File: config.mk
export PLATFORM = sky130hd
export DESIGN_NAME = multicycle_control_flat
export DESIGN_NICKNAME = d
export VERILOG_FILES = /design/src/rtl/multicycle_control_if.sv /design/src/rtl/multicycle_control.sv /design/src/flat_wrapper.sv
export SDC_FILE = /design/constraint.sdc
export NUM_CORES = 1
export LEC_CHECK = 0
export CAP_MARGIN = 25
export CORE_UTILIZATION = 35
export CTS_BUF_LIST = sky130_fd_sc_hd__clkbuf_8
export CTS_CLUSTER_SIZE = 40
export DETAILED_ROUTE_END_ITERATION = 8
export PLACE_DENSITY_LB_ADDON = 0.08
export SLEW_MARGIN = 10
export SYNTH_ARGS = -nofsm -noshare
export SYNTH_HDL_FRONTEND = slang
export SYNTH_SLANG_ARGS = --single-unit
File: constraint.sdc
create_clock -name clk -period 2.8 [get_ports clk]
set_input_delay 0.56 -clock clk [delete_from_list [all_inputs] [get_ports clk]]
set_output_delay 0.56 -clock clk [all_outputs]
set_load 0.1 [all_outputs]
File: src/rtl/multicycle_control_if.sv
// Control-unit bus: instruction/flag inputs from the datapath and the
// per-cycle control word driven back to it.
interface multicycle_control_if;
  logic [31:0] Instr;
  logic        ALUFlags;
  logic [2:0]  ALUControl;
  logic        ALUSrcA;
  logic [1:0]  ALUSrcB;
  logic [1:0]  ResultSrc;
  logic        AdrSrc;
  logic        PCWrite;
  logic        IRWrite;
  logic        RegWrite;
  logic        MemWrite;
  logic [1:0]  ImmSrc;
  logic [1:0]  RegSrc;
  logic        Zflag;
  logic [3:0]  state;

  // datapath side
  modport master (
    output Instr, ALUFlags,
    input  ALUControl, ALUSrcA, ALUSrcB, ResultSrc, AdrSrc,
    input  PCWrite, IRWrite, RegWrite, MemWrite, ImmSrc, RegSrc, Zflag, state
  );

  // control-unit side
  modport slave (
    input  Instr, ALUFlags,
    output ALUControl, ALUSrcA, ALUSrcB, ResultSrc, AdrSrc,
    output PCWrite, IRWrite, RegWrite, MemWrite, ImmSrc, RegSrc, Zflag, state
  );
endinterface

File: src/rtl/multicycle_control.sv
// Multicycle ARM-subset control FSM: fetch/decode, LDR/STR, ADD/SUB/MOV/CMP
// (register or immediate), conditional branch, with a Z flag register and
// MEM_WAIT extra cycles on every memory-access state.
module multicycle_control #(
  parameter int MEM_WAIT = 0
) (
  input logic                  clk,
  input logic                  reset,
  multicycle_control_if.slave  bus
);
  localparam logic [3:0] FETCH  = 4'd0;
  localparam logic [3:0] DECODE = 4'd1;
  localparam logic [3:0] MEMADR = 4'd2;
  localparam logic [3:0] MEMRD  = 4'd3;
  localparam logic [3:0] MEMWB  = 4'd4;
  localparam logic [3:0] MEMWR  = 4'd5;
  localparam logic [3:0] EXECR  = 4'd6;
  localparam logic [3:0] EXECI  = 4'd7;
  localparam logic [3:0] ALUWB  = 4'd8;
  localparam logic [3:0] BRANCH = 4'd9;

  logic [3:0] state_q, state_n;
  logic [2:0] wait_cnt;
  logic       zflag_q, cond_ex_q;
  logic [2:0] alu_ctl_q;

  logic [3:0] cond, cmd;
  logic [1:0] op;
  logic       imm, sbit;
  logic       cond_ex, dp_ok, mem_state, mem_done;
  logic [2:0] dec_ctl;

  logic [2:0] alu_ctl;
  logic       src_a, adr_src, pc_w, ir_w, reg_w, mem_w;
  logic [1:0] src_b, res_src;
  logic       unused_instr;

  assign cond = bus.Instr[31:28];
  assign op   = bus.Instr[27:26];
  assign imm  = bus.Instr[25];
  assign cmd  = bus.Instr[24:21];
  assign sbit = bus.Instr[20];
  assign unused_instr = ^bus.Instr[19:0];

  assign mem_state = (state_q == FETCH) || (state_q == MEMRD) || (state_q == MEMWR);
  assign mem_done  = (wait_cnt == 3'(MEM_WAIT));

  // Condition evaluation and data-processing opcode decode
  always_comb begin
    cond_ex = 1'b0;
    dp_ok   = 1'b1;
    dec_ctl = 3'b000;
    case (cond)
      4'b0000: cond_ex = zflag_q;
      4'b0001: cond_ex = ~zflag_q;
      4'b1110: cond_ex = 1'b1;
      default: cond_ex = 1'b0;
    endcase
    case (cmd)
      4'b0100: dec_ctl = {sbit, 2'b00};
      4'b0010: dec_ctl = {sbit, 2'b01};
      4'b1101: dec_ctl = {sbit, 2'b10};
      4'b1010: dec_ctl = 3'b011;
      default: dp_ok   = 1'b0;
    endcase
  end

  // Next-state logic; memory states hold until the wait counter expires
  always_comb begin
    state_n = state_q;
    case (state_q)
      FETCH:  if (mem_done) state_n = DECODE;
      DECODE: begin
        case (op)
          2'b01:   state_n = MEMADR;
          2'b10:   state_n = BRANCH;
          2'b00:   state_n = !dp_ok ? FETCH : (imm ? EXECI : EXECR);
          default: state_n = FETCH;
        endcase
      end
      MEMADR: state_n = bus.Instr[20] ? MEMRD : MEMWR;
      MEMRD:  if (mem_done) state_n = MEMWB;
      MEMWB:  state_n = FETCH;
      MEMWR:  if (mem_done) state_n = FETCH;
      EXECR:  state_n = ALUWB;
      EXECI:  state_n = ALUWB;
      ALUWB:  state_n = FETCH;
      BRANCH: state_n = FETCH;
      default: state_n = FETCH;
    endcase
  end

  // State register and wait counter (counter restarts on every state entry)
  always_ff @(posedge clk or posedge reset) begin
    if (reset) begin
      state_q  <= FETCH;
      wait_cnt <= 3'd0;
    end else begin
      state_q  <= state_n;
      wait_cnt <= (mem_state && state_n == state_q) ? wait_cnt + 3'd1 : 3'd0;
    end
  end

  // Decode-time latches and the architectural Z flag
  always_ff @(posedge clk or posedge reset) begin
    if (reset) begin
      cond_ex_q <= 1'b0;
      alu_ctl_q <= 3'b000;
      zflag_q   <= 1'b0;
    end else begin
      if (state_q == DECODE) begin
        cond_ex_q <= cond_ex;
        alu_ctl_q <= (op == 2'b00 && dp_ok) ? dec_ctl : 3'b000;
      end
      if ((state_q == EXECR || state_q == EXECI) && cond_ex_q &&
          (alu_ctl_q == 3'b100 || alu_ctl_q == 3'b101 ||
           alu_ctl_q == 3'b110 || alu_ctl_q == 3'b011))
        zflag_q <= bus.ALUFlags;
    end
  end

  // Per-state control word; anything not set here stays 0
  always_comb begin
    alu_ctl = 3'b000;
    src_a   = 1'b0;
    src_b   = 2'b00;
    res_src = 2'b00;
    adr_src = 1'b0;
    pc_w    = 1'b0;
    ir_w    = 1'b0;
    reg_w   = 1'b0;
    mem_w   = 1'b0;
    case (state_q)
      FETCH: begin
        src_a   = 1'b1;
        src_b   = 2'b10;
        res_src = 2'b10;
        ir_w    = mem_done;
        pc_w    = mem_done;
      end
      DECODE: begin
        src_a = 1'b1;
        src_b = 2'b10;
      end
      MEMADR: src_b = 2'b01;
      MEMRD:  adr_src = 1'b1;
      MEMWB: begin
        res_src = 2'b01;
        reg_w   = cond_ex_q;
      end
      MEMWR: begin
        adr_src = 1'b1;
        mem_w   = cond_ex_q & mem_done;
      end
      EXECR: alu_ctl = alu_ctl_q;
      EXECI: begin
        src_b   = 2'b01;
        alu_ctl = alu_ctl_q;
      end
      ALUWB: reg_w = cond_ex_q && (alu_ctl_q != 3'b011);
      BRANCH: begin
        src_b   = 2'b01;
        res_src = 2'b10;
        pc_w    = cond_ex_q;
      end
      default: ;
    endcase
  end

  assign bus.ALUControl = alu_ctl;
  assign bus.ALUSrcA    = src_a;
  assign bus.ALUSrcB    = src_b;
  assign bus.ResultSrc  = res_src;
  assign bus.AdrSrc     = adr_src;
  // strobes are forced low for as long as reset is held
  assign bus.PCWrite    = pc_w  & ~reset;
  assign bus.IRWrite    = ir_w  & ~reset;
  assign bus.RegWrite   = reg_w & ~reset;
  assign bus.MemWrite   = mem_w & ~reset;
  assign bus.ImmSrc     = op;
  assign bus.RegSrc     = {op == 2'b01, op == 2'b10};
  assign bus.Zflag      = zflag_q;
  assign bus.state      = state_q;
endmodule

File: src/flat_wrapper.sv
// flat-port wrapper written by rule: the top's interface ports become plain ports
module multicycle_control_flat 
#(
  parameter int MEM_WAIT = 0
)
  (clk, reset, bus_Instr, bus_ALUFlags, bus_ALUControl, bus_ALUSrcA, bus_ALUSrcB, bus_ResultSrc, bus_AdrSrc, bus_PCWrite, bus_IRWrite, bus_RegWrite, bus_MemWrite, bus_ImmSrc, bus_RegSrc, bus_Zflag, bus_state);
  multicycle_control_if bus_i ();
  input logic clk;
  input logic reset;
  input wire logic [$bits(bus_i.Instr)-1:0] bus_Instr;
  input wire logic [$bits(bus_i.ALUFlags)-1:0] bus_ALUFlags;
  output wire logic [$bits(bus_i.ALUControl)-1:0] bus_ALUControl;
  output wire logic [$bits(bus_i.ALUSrcA)-1:0] bus_ALUSrcA;
  output wire logic [$bits(bus_i.ALUSrcB)-1:0] bus_ALUSrcB;
  output wire logic [$bits(bus_i.ResultSrc)-1:0] bus_ResultSrc;
  output wire logic [$bits(bus_i.AdrSrc)-1:0] bus_AdrSrc;
  output wire logic [$bits(bus_i.PCWrite)-1:0] bus_PCWrite;
  output wire logic [$bits(bus_i.IRWrite)-1:0] bus_IRWrite;
  output wire logic [$bits(bus_i.RegWrite)-1:0] bus_RegWrite;
  output wire logic [$bits(bus_i.MemWrite)-1:0] bus_MemWrite;
  output wire logic [$bits(bus_i.ImmSrc)-1:0] bus_ImmSrc;
  output wire logic [$bits(bus_i.RegSrc)-1:0] bus_RegSrc;
  output wire logic [$bits(bus_i.Zflag)-1:0] bus_Zflag;
  output wire logic [$bits(bus_i.state)-1:0] bus_state;
  assign bus_i.Instr = bus_Instr;
  assign bus_i.ALUFlags = bus_ALUFlags;
  assign bus_ALUControl = bus_i.ALUControl;
  assign bus_ALUSrcA = bus_i.ALUSrcA;
  assign bus_ALUSrcB = bus_i.ALUSrcB;
  assign bus_ResultSrc = bus_i.ResultSrc;
  assign bus_AdrSrc = bus_i.AdrSrc;
  assign bus_PCWrite = bus_i.PCWrite;
  assign bus_IRWrite = bus_i.IRWrite;
  assign bus_RegWrite = bus_i.RegWrite;
  assign bus_MemWrite = bus_i.MemWrite;
  assign bus_ImmSrc = bus_i.ImmSrc;
  assign bus_RegSrc = bus_i.RegSrc;
  assign bus_Zflag = bus_i.Zflag;
  assign bus_state = bus_i.state;
  multicycle_control #(.MEM_WAIT(MEM_WAIT)) u_core (.clk(clk), .reset(reset), .bus(bus_i));
endmodule
== Word-level counts from Yosys, hierarchy flattened ==
Cells that the tools add are included.

* Word-level logic and storage cells: 79
* Register bits: 12
* Output and inout bits: 22
* Input bits: 35

* Bitwise logic cells: 7
* Multiplexer cells: 22
* Reductions and logical operators: 21
* Equal/unequal tests: 23
* Add/sub/neg operators: 1

{| class="wikitable"
|+ Operator list
! cell !! count
|-
| case mux 4 bit (6 select lines) || 1
|-
| equality test 4 x 3 -> 1 bit, second input constant || 5
|-
| equality test 4 bit, second input constant || 5
|-
| two-way mux 4 bit || 4
|-
| equality test 4 x 2 -> 1 bit, second input constant || 3
|-
| two-way mux 3 bit || 4
|-
| case mux 3 bit (4 select lines) || 1
|-
| case mux 4 bit (3 select lines) || 1
|-
| equality test 3 bit, second input constant || 3
|-
| equality test 4 x 1 -> 1 bit, second input constant || 2
|-
| zero test 4 bit || 2
|-
| case mux 2 bit (2 select lines) || 2
|-
| OR reduction 2 bit || 4
|-
| logical OR 1 bit || 6
|-
| two-way mux 1 bit || 6
|-
| AND 1 bit || 5
|-
| logical AND 1 bit || 5
|-
| equality test 4 bit || 1
|-
| case mux 1 bit (2 select lines) || 2
|-
| OR reduction 4 bit || 1
|-
| adder 3 x 1 -> 3 bit, second input constant || 1
|-
| equality test 3 x 2 -> 1 bit, second input constant || 1
|-
| zero test 3 bit || 1
|-
| != test 3 x 2 -> 1 bit, second input constant || 1
|-
| other kinds (6) || 7
|}

== Logic depth before layout (Yosys ltp) ==
Gate-level depths: netlist (run 1).

* Depth in word-level cells: 9
* Depth in mapped cells: 6
* Depth with buffers taken out: 6

== Least setup slack after synthesis (run 1) ==
Ideal clock, no wire load.

* Path type: register to output
* Start point: register u_core.state_q[1], in the netlist u_core.bus.state[1]
* End point: output port bus_IRWrite
* Data required time: 2240 ps
* Stages on the path, launching flop included: 4
* Data arrival time: 6418 ps
* Buffers on the path: 1
* Path slack: -4178 ps
* Cell sequence: dfrtp_1 -> clkbuf_1 -> nor3_1 -> nor4b_1

* Word-level cells in the longest chain between the ends: 3

{| class="wikitable"
|+ Ends and longest elaborated chain
! item !! line !! text
|-
| from (decl) || multicycle_control.sv:22 || <nowiki>logic [3:0] state_q, state_n;</nowiki>
|-
| from (signal assigned) || multicycle_control.sv:99 || <nowiki>state_q <= state_n;</nowiki>
|-
| zero test 4 bit || multicycle_control.sv:133 || <nowiki>case (state_q)</nowiki>
|-
| two-way mux 1 bit || multicycle_control.sv:133 ||
|-
| AND 1 bit || multicycle_control.sv:177 || <nowiki>assign bus.IRWrite = ir_w & ~reset;</nowiki>
|-
| to (decl) || flat_wrapper.sv:18 || <nowiki>output wire logic [$bits(bus_i.IRWrite)-1:0] bus_IRWrite;</nowiki>
|}

Every way passes these cells.

== Worst setup path after layout (run 1) ==
* Start point: register u_core.state_q[2], in the netlist u_core.bus.state[2]
* End point: output port bus_RegWrite

* Word-level cells in the longest chain between the ends: 3
* Elaborated cells on any way between the ends: 4
* Those cells by class: 2 x eq/ne; 1 x mux; 1 x bitwise

{| class="wikitable"
|+ Ends and longest elaborated chain
! item !! line !! text
|-
| equality test 4 bit / equality test 4 x 3 -> 1 bit (equally long branches) || multicycle_control.sv:133 ||
|-
| case mux 1 bit (2 select lines) (*) || multicycle_control.sv:133 ||
|-
| AND 1 bit (*) || multicycle_control.sv:178 || <nowiki>assign bus.RegWrite = reg_w & ~reset;</nowiki>
|-
| to (decl) || flat_wrapper.sv:19 || <nowiki>output wire logic [$bits(bus_i.RegWrite)-1:0] bus_RegWrite;</nowiki>
|}

Every way passes the cells marked *; elsewhere a longest branch is shown, timed or not.

==> flow_summary_export.csv, run 1 <==
group,metric,value,unit
run_status,status,"completed",
sta,hold_viol,0,
worst_setup_path,worstRegToRegCells,3,
synth,ys_seq_area_frac,0.334,
clocking,htree_levels,1,
synth,synth_nets,144,
synth,avgSynthCellArea,8.41,sq um
layout,num-fill-cells,222,
clocking,cts_hold_buf,0,
floorplan,die_x,52.7,um
worst_hold_path,hold_depth,1,
synth,synth_edf_count,0,
worst_setup_path,reg2reg_from,"u_core.bus.state[2]",
synth,synth_area,900,sq um
layout,mostFrequentLayoutCells,"clkdlybuf4s50_1 (14), buf_12 (13), nor2_1 (11)",
global_route,grt_pass1_wl,3.87,mm
route,vias,895,
layout,final_util,0.626,
place,numPortBuffers,36,
worst_setup_path,startpoint,"u_core.bus.state[2]",
route,post_drt_wl_per_cell,13.1,um
worst_setup_path,critPathCaptureType,"primary output",
clocking,clk_pin_slew,60,ps
sta,finalClockSkew,4.25,ps
sta,rsz0062_at_grt,"no",
clocking,post_cts_buffers,0,
layout,multi_input_area,628,sq um
global_route,grt_max_degree,17,
global_route,grt_pass1_vias,891,
route,drtAntennaViolNets,0,
synth,yosys_warnings,0,
floorplan,ioPinCount,57,
layout,nets,179,
sta,tightestPinTransition,376,ps
sta,setup-violations-final,0,
flow_run,cap_viol_max_count,0,
sta,timing.slew.headroom,0.749,
route,viasPerCell,5.23,
clocking,cts-resized-gates,0,
worst_setup_path,critPathRequiredTime,2240,ps
global_route,antenna_found_initial,0,
worst_setup_path,arrival,1890,ps
layout,layout_commonest_cell,"clkdlybuf4s50_1",
global_route,grt_remaining_overflow,0,
worst_setup_path,start_kind,"flip-flop",
synth,async_reset_ff_frac,1.00,
route,drt_first_pass_iters,2,
worst_hold_path,min_to,"u_core.wait_cnt[0]",
floorplan,num_rows,18,
layout,drive_gt1_frac,0.340,
worst_hold_path,min_path_type,"flip-flop to flip-flop",
layout,antennaDiodeCount,0,
route,drc_errors,0,
floorplan,die_h,52.7,um
synth,ys_top_cells_by_area,"dfrtp_1 (33%), o21ai_0 (5.0%), nor2_1 (4.6%), xnor2_1 (3.9%), o32ai_2 (3.6%)",
place,postPlaceCellArea,1480,sq um
sta,final_max_slew_viol_count,0,
place,gp_congestion,0.799,
sta,finalSetupTns,0,ps
synth,synth_flop_cell,"dfrtp_1",
place,place_hpwl,1.67,mm
synth,synthCells,107,
clocking,cts_buffers,3,
layout,ff_latch_area,315,sq um
clocking,cts_tree,"yes",
sta,worst_hold_slack,462,ps
clocking,worst_skew_pair.late_latency,250,ps
worst_hold_path,hp-start,"u_core.wait_cnt[0]",
synth,synth_cell_types,38,
sta,period_needed,2450,ps
layout,area_growth,70.9,%
synth,synth_area_leader_cell,"dfrtp_1",
floorplan,die_area,2780,sq um
synth,synth_top_area_share,0.334,
floorplan,coreArea,2450,sq um
route,drt_iter0_markers,4,
synth,ys_ff_latch,12,
worst_setup_path,timing.rr.end,"u_core.bus.state[2]",
worst_setup_path,worstPathMaxFanout,13,
worst_setup_path,r2r_slack,1150,ps
clocking,clock_path_buffers,2,
route,wirelength,2.23,mm
sta,max_freq,408,MHz
clocking,cts_sinks,12,
sta,fin_crit_sh,0.875,
layout,final_area,1540,sq um
global_route,grtUsageTotal,0.193,
worst_setup_path,crit_type,"flip-flop to primary output",
clocking,cts-root-buf,"clkbuf_8",
floorplan,start_util,0.366,
layout make-up:
type,count,area share
clock buffer,4,0.0358
inverter,7,0.0171
multi-input combinational,81,0.408
sequential,12,0.205
tap,30,0.0244
timing repair buffer,37,0.309
registers in the layout, indices dropped and copies added (netlist names):
register,flops
u_core.alu_ctl_q,3
u_core.bus.Zflag,1
u_core.bus.state,4
u_core.cond_ex_q,1
u_core.wait_cnt,3
per-layer routing:
metal  up-vias  track usage  part of all wire
met1       416        0.226              0.46
met3         4       0.0464             0.039
met4         0       0.0833             0.014
met5         -            0                 0
li1        450            -                 -
met2        25        0.331              0.49
synth_stat cells, types with 2 or more instances:
cell type,number
buf_4,2
clkbuf_1,2
xnor2_1,4
nor3_1,6
and2_1,3
ha_1,2
nor3b_1,2
o21ai_0,9
dfrtp_1,12
nor2_1,11
nand3_1,3
nor4_1,4
nand2b_1,3
xor2_1,3
o32ai_2,2
mux2_2,2
nand2_1,8
nor2b_1,2
inv_1,7
a21oi_1,2
logic make-up (layout without fill, tap and decap cells):
logic type      count (synthesis)  count (layout)  synth area share
compound gates                 22              22             0.182
simple gates                   48              48             0.287
buf+inv                        14              48            0.0765
mux                             2               2            0.0250
xor+xnor                        7               7            0.0682
flops                          12              12             0.334
fa+ha+maj                       2               2            0.0278
metrics by stage:
stage | std cells | setup slack, ps
2_1_floorplan | 107 | -617
3_3_place_gp | 167 | 494
3_5_place_dp | 167 | 491
4_1_cts | 171 | 344
5_1_grt | 171 | 290
6_report | 171 | 349
worst max path at each step:
stage	end	slack, ps	cells past startpoint
2_1_floorplan	bus_IRWrite	-620	3
3_3_place_gp	bus_RegWrite	490	5
3_5_place_dp	bus_RegWrite	490	5
4_1_cts	bus_RegWrite	340	4
5_1_grt	bus_PCWrite	290	6
6_report	bus_RegWrite	350	4
critical path, stage by stage (launching register included):
cell and delay, ps:
dfrtp_4 570, inv_1 210, mux2_2 380, nor4_4 270, buf_12 210
Power of run 1 is left out: the tool's default activity adds up to more than one toggle a clock period on the data nets, which glitch-free logic cannot reach.
==> run 2, diff against run 1 <==
- CTS_CLUSTER_SIZE: 40 -> not set
- RECOVER_POWER: not set -> 100
==> flow_summary_export.csv, run 2 (synthesized netlist as in run 1, its figures left out) <==
group,metric,value,unit
place,postPlaceCellArea,1480,sq um
worst_setup_path,cpPeakStageDelay,710,ps
clocking,cts-root-buf,"clkbuf_8",
sta,setup-violations-final,0,
worst_setup_path,worstSetupPathDepth,4,
clocking,clk_pin_slew,60,ps
place,place_hpwl,1.67,mm
sta,max_freq,396,MHz
global_route,grt_max_degree,17,
clocking,cts_hold_buf,0,
sta,finalClockSkew,3.82,ps
sta,finalSetupTns,0,ps
clocking,clock_path_buffers,2,
worst_setup_path,crit_family,"flip-flops",
layout,num-fill-cells,232,
worst_setup_path,critPathBufInv,1,
layout,multi_input_area,604,sq um
sta,hold_viol,0,
layout,largest_reg_flops,4,
route,drt_first_pass_iters,4,
clocking,cts_sinks,12,
global_route,antenna_found_initial,0,
floorplan,die_h,52.7,um
layout,nets,179,
worst_setup_path,start_kind,"flip-flop",
layout,area_growth,61.1,%
global_route,grt_remaining_overflow,0,
layout,mostFrequentLayoutCells,"nor2_1 (11), buf_12 (11), clkdlybuf4s50_1 (10)",
route,wirelength,2.25,mm
sta,final_max_slew_viol_count,0,
floorplan,start_util,0.366,
sta,fin_crit_sh,0.903,
sta,timing.slew.headroom,0.227,
route,drtAntennaViolNets,0,
place,numPortBuffers,36,
clocking,cts_tree,"yes",
layout,ff_latch_area,312,sq um
global_route,grt_pass1_wl,3.87,mm
worst_setup_path,critPathCaptureType,"primary output",
worst_setup_path,crit_type,"flip-flop to primary output",
route,vias,903,
route,post_drt_wl_per_cell,13.2,um
worst_hold_path,min_path_type,"flip-flop to flip-flop",
place,gp_congestion,0.799,
worst_setup_path,crit_path_cell_trace,"o21ai_0 -> mux2_2 -> nor4_4 -> buf_12",
worst_setup_path,worstRegToRegCells,3,
global_route,grtUsageTotal,0.193,
layout,final_area,1450,sq um
route,drt_iter0_markers,5,
floorplan,coreArea,2450,sq um
layout,drive_gt1_frac,0.277,
worst_setup_path,cp_slowest_cell,"dfrtp_1",
run_status,status,"completed",
worst_setup_path,critPathRequiredTime,2240,ps
clocking,htree_levels,1,
global_route,grt_pass1_vias,891,
floorplan,ioPinCount,57,
route,drc_errors,0,
clocking,cts-resized-gates,0,
clocking,cts_buffers,3,
floorplan,die_x,52.7,um
floorplan,num_rows,18,
sta,period_needed,2530,ps
route,viasPerCell,5.28,
floorplan,die_area,2780,sq um
worst_setup_path,worstPathMaxFanout,15,
flow_run,cap_viol_max_count,0,
clocking,worst_skew_pair.late_latency,250,ps
clocking,post_cts_buffers,0,
sta,rsz0062_at_grt,"no",
sta,tightestPinTransition,1170,ps
worst_setup_path,arrival,1970,ps
layout,antennaDiodeCount,0,
worst_hold_path,hold_depth,1,
==> run 2: metrics by stage <==
step / hold slack (ps) / utilization / worst slack [ps] / cells
floorplan: 429 / - / -617 / 107
global placement: 440 / 0.604 / 494 / 167
detailed placement: 461 / 0.604 / 491 / 167
CTS: 468 / 0.626 / 344 / 171
global route: 488 / 0.590 / 155 / 171
finish: 462 / 0.590 / 273 / 171
==> run 2: worst paths after layout <==
path                                      from             endpoint  slack [ps]
min                         u_core.wait_cnt[0]   u_core.wait_cnt[0]         460
max in group asynchronous                reset  u_core.bus.state[0]        1260
max                        u_core.bus.state[3]         bus_RegWrite         270
min reg2reg                 u_core.wait_cnt[0]   u_core.wait_cnt[0]         460
min in group asynchronous                reset  u_core.bus.state[3]        1040
max reg2reg                u_core.bus.state[3]  u_core.bus.state[2]         970
==> run 2: worst register-to-register path, stage by stage (launching register included) <==
cell and delay, ps:
dfrtp_1 590, or4b_1 780, nor3_1 240, a221o_1 170
==> run 2: layout make-up <==
| type | count | share of cell area |
|---|---|---|
| repair buffers | 37 | 0.286 |
| inverters | 7 | 0.0181 |
| clock buffers | 4 | 0.0380 |
| multi-input cells | 81 | 0.417 |
| flip-flops and latches | 12 | 0.215 |
| well taps | 30 | 0.0259 |
==> run 2: layer usage <==
layer,GRT usage,wire length [um],vias up,part of all wire
met4,0.0833,31,0,0.014
li1,-,-,450,-
met2,0.331,1100,25,0.49
met1,0.226,1020,424,0.45
met3,0.0464,100,4,0.044
met5,0,0,-,0
Power of run 2 is left out for the same reason.
==> run 3, diff against run 2 <==
==> constraint.sdc (replaced) <==
create_clock -name clk -period 3 [get_ports clk]
set_input_delay 0.3 -clock clk [delete_from_list [all_inputs] [get_ports clk]]
set_output_delay 0.3 -clock clk [all_outputs]
set_load 0.1 [all_outputs]
==> flow_summary_export.csv, run 3 (synthesized netlist as in run 1, its figures left out) <==
group,metric,value,unit
sta,hold_viol,0,
route,drt_first_pass_iters,4,
global_route,antenna_found_initial,0,
sta,tightestPinTransition,1160,ps
sta,rsz0062_at_grt,"no",
worst_setup_path,critPathRequiredTime,2700,ps
worst_setup_path,critPathBufInv,1,
layout,final_area,1300,sq um
layout,antennaDiodeCount,0,
clocking,post_cts_buffers,0,
layout,mostFrequentLayoutCells,"clkbuf_1 (16), clkdlybuf4s50_1 (14), dfrtp_1 (12)",
route,drc_errors,0,
sta,max_freq,385,MHz
sta,final_max_slew_viol_count,0,
sta,setup-violations-final,0,
layout,largest_reg_flops,4,
floorplan,ioPinCount,57,
global_route,grtUsageTotal,0.174,
clocking,htree_levels,1,
global_route,grt_remaining_overflow,0,
clocking,cts-resized-gates,0,
route,viasPerCell,5.22,
floorplan,die_area,2780,sq um
route,vias,893,
run_status,status,"completed",
floorplan,start_util,0.366,
worst_setup_path,crit_path_cell_trace,"or2_2 -> nor3_2 -> clkbuf_1",
floorplan,coreArea,2450,sq um
clocking,cts_tree,"yes",
sta,fin_crit_sh,0.866,
worst_hold_path,min_path_type,"flip-flop to flip-flop",
global_route,grt_pass1_vias,814,
place,place_hpwl,1.66,mm
place,postPlaceCellArea,1340,sq um
clocking,cts_hold_buf,0,
layout,area_growth,44.5,%
global_route,grt_max_degree,17,
floorplan,die_x,52.7,um
sta,period_needed,2600,ps
worst_setup_path,critPathCaptureType,"primary output",
layout,layout_commonest_cell,"clkbuf_1",
route,drt_iter0_markers,7,
clocking,worst_skew_pair.late_latency,240,ps
route,wirelength,2.17,mm
route,post_drt_wl_per_cell,12.7,um
worst_setup_path,cp_slowest_cell,"clkbuf_1",
floorplan,num_rows,18,
clocking,cts_sinks,12,
layout,nets,179,
worst_setup_path,arrival,2300,ps
layout,drive_gt1_frac,0.177,
worst_setup_path,crit_type,"flip-flop to primary output",
floorplan,die_h,52.7,um
sta,finalClockSkew,1.24,ps
worst_setup_path,crit_family,"buffers and inverters",
worst_setup_path,cpPeakStageDelay,880,ps
worst_setup_path,start_kind,"flip-flop",
flow_run,cap_viol_max_count,0,
clocking,clk_pin_slew,50,ps
place,gp_congestion,0.743,
global_route,grt_pass1_wl,3.54,mm
place,numPortBuffers,36,
clocking,cts_buffers,3,
clocking,cts-root-buf,"clkbuf_8",
clocking,clock_path_buffers,2,
sta,timing.slew.headroom,0.228,
route,drtAntennaViolNets,0,
worst_setup_path,worstPathMaxFanout,15,
run 3: final cells by class:
cell class                 instances  area [sq um]
multi-input combinational         81           616
inverter                           7          26.3
sequential                        12           300
timing repair buffer              37           265
tap                               30          37.5
clock buffer                       4          55.1
fill                             261          1150
run 3: per-layer routing:
metal / vias up / share of wire / track usage
met2: 22 / 0.49 / 0.302
met1: 421 / 0.46 / 0.214
li1: 448 / - / -
met5: - / 0 / 0
met3: 2 / 0.044 / 0.0348
met4: 0 / 0.0097 / 0.0526
run 3: through the flow:
| stage | cells | hold WS (ps) | setup slack (ps) | util | setup TNS [ps] |
|---|---|---|---|---|---|
| 6_report | 171 | 466 | 402 | 0.530 | 0 |
| 5_1_grt | 171 | 522 | 253 | 0.530 | 0 |
| 4_1_cts | 171 | 475 | 609 | 0.567 | 0 |
| 3_5_place_dp | 167 | 467 | 888 | 0.544 | 0 |
| 3_3_place_gp | 167 | 446 | 900 | 0.544 | 0 |
| 2_1_floorplan | 107 | 173 | -522 | - | -594 |
run 3: path summary, 6_finish.rpt:
check | endpoint | slack [ps] | cells after the start | startpoint
max | bus_ResultSrc[0] | 400 | 3 | u_core.bus.state[1]
min | u_core.wait_cnt[0] | 470 | 1 | u_core.wait_cnt[0]
max reg2reg | u_core.bus.state[2] | 1110 | 3 | u_core.bus.state[0]
min reg2reg | u_core.wait_cnt[0] | 470 | 1 | u_core.wait_cnt[0]
max in group asynchronous | u_core.bus.state[1] | 1860 | 3 | reset
min in group asynchronous | u_core.wait_cnt[1] | 690 | 3 | reset
Power of run 3 is left out for the same reason.
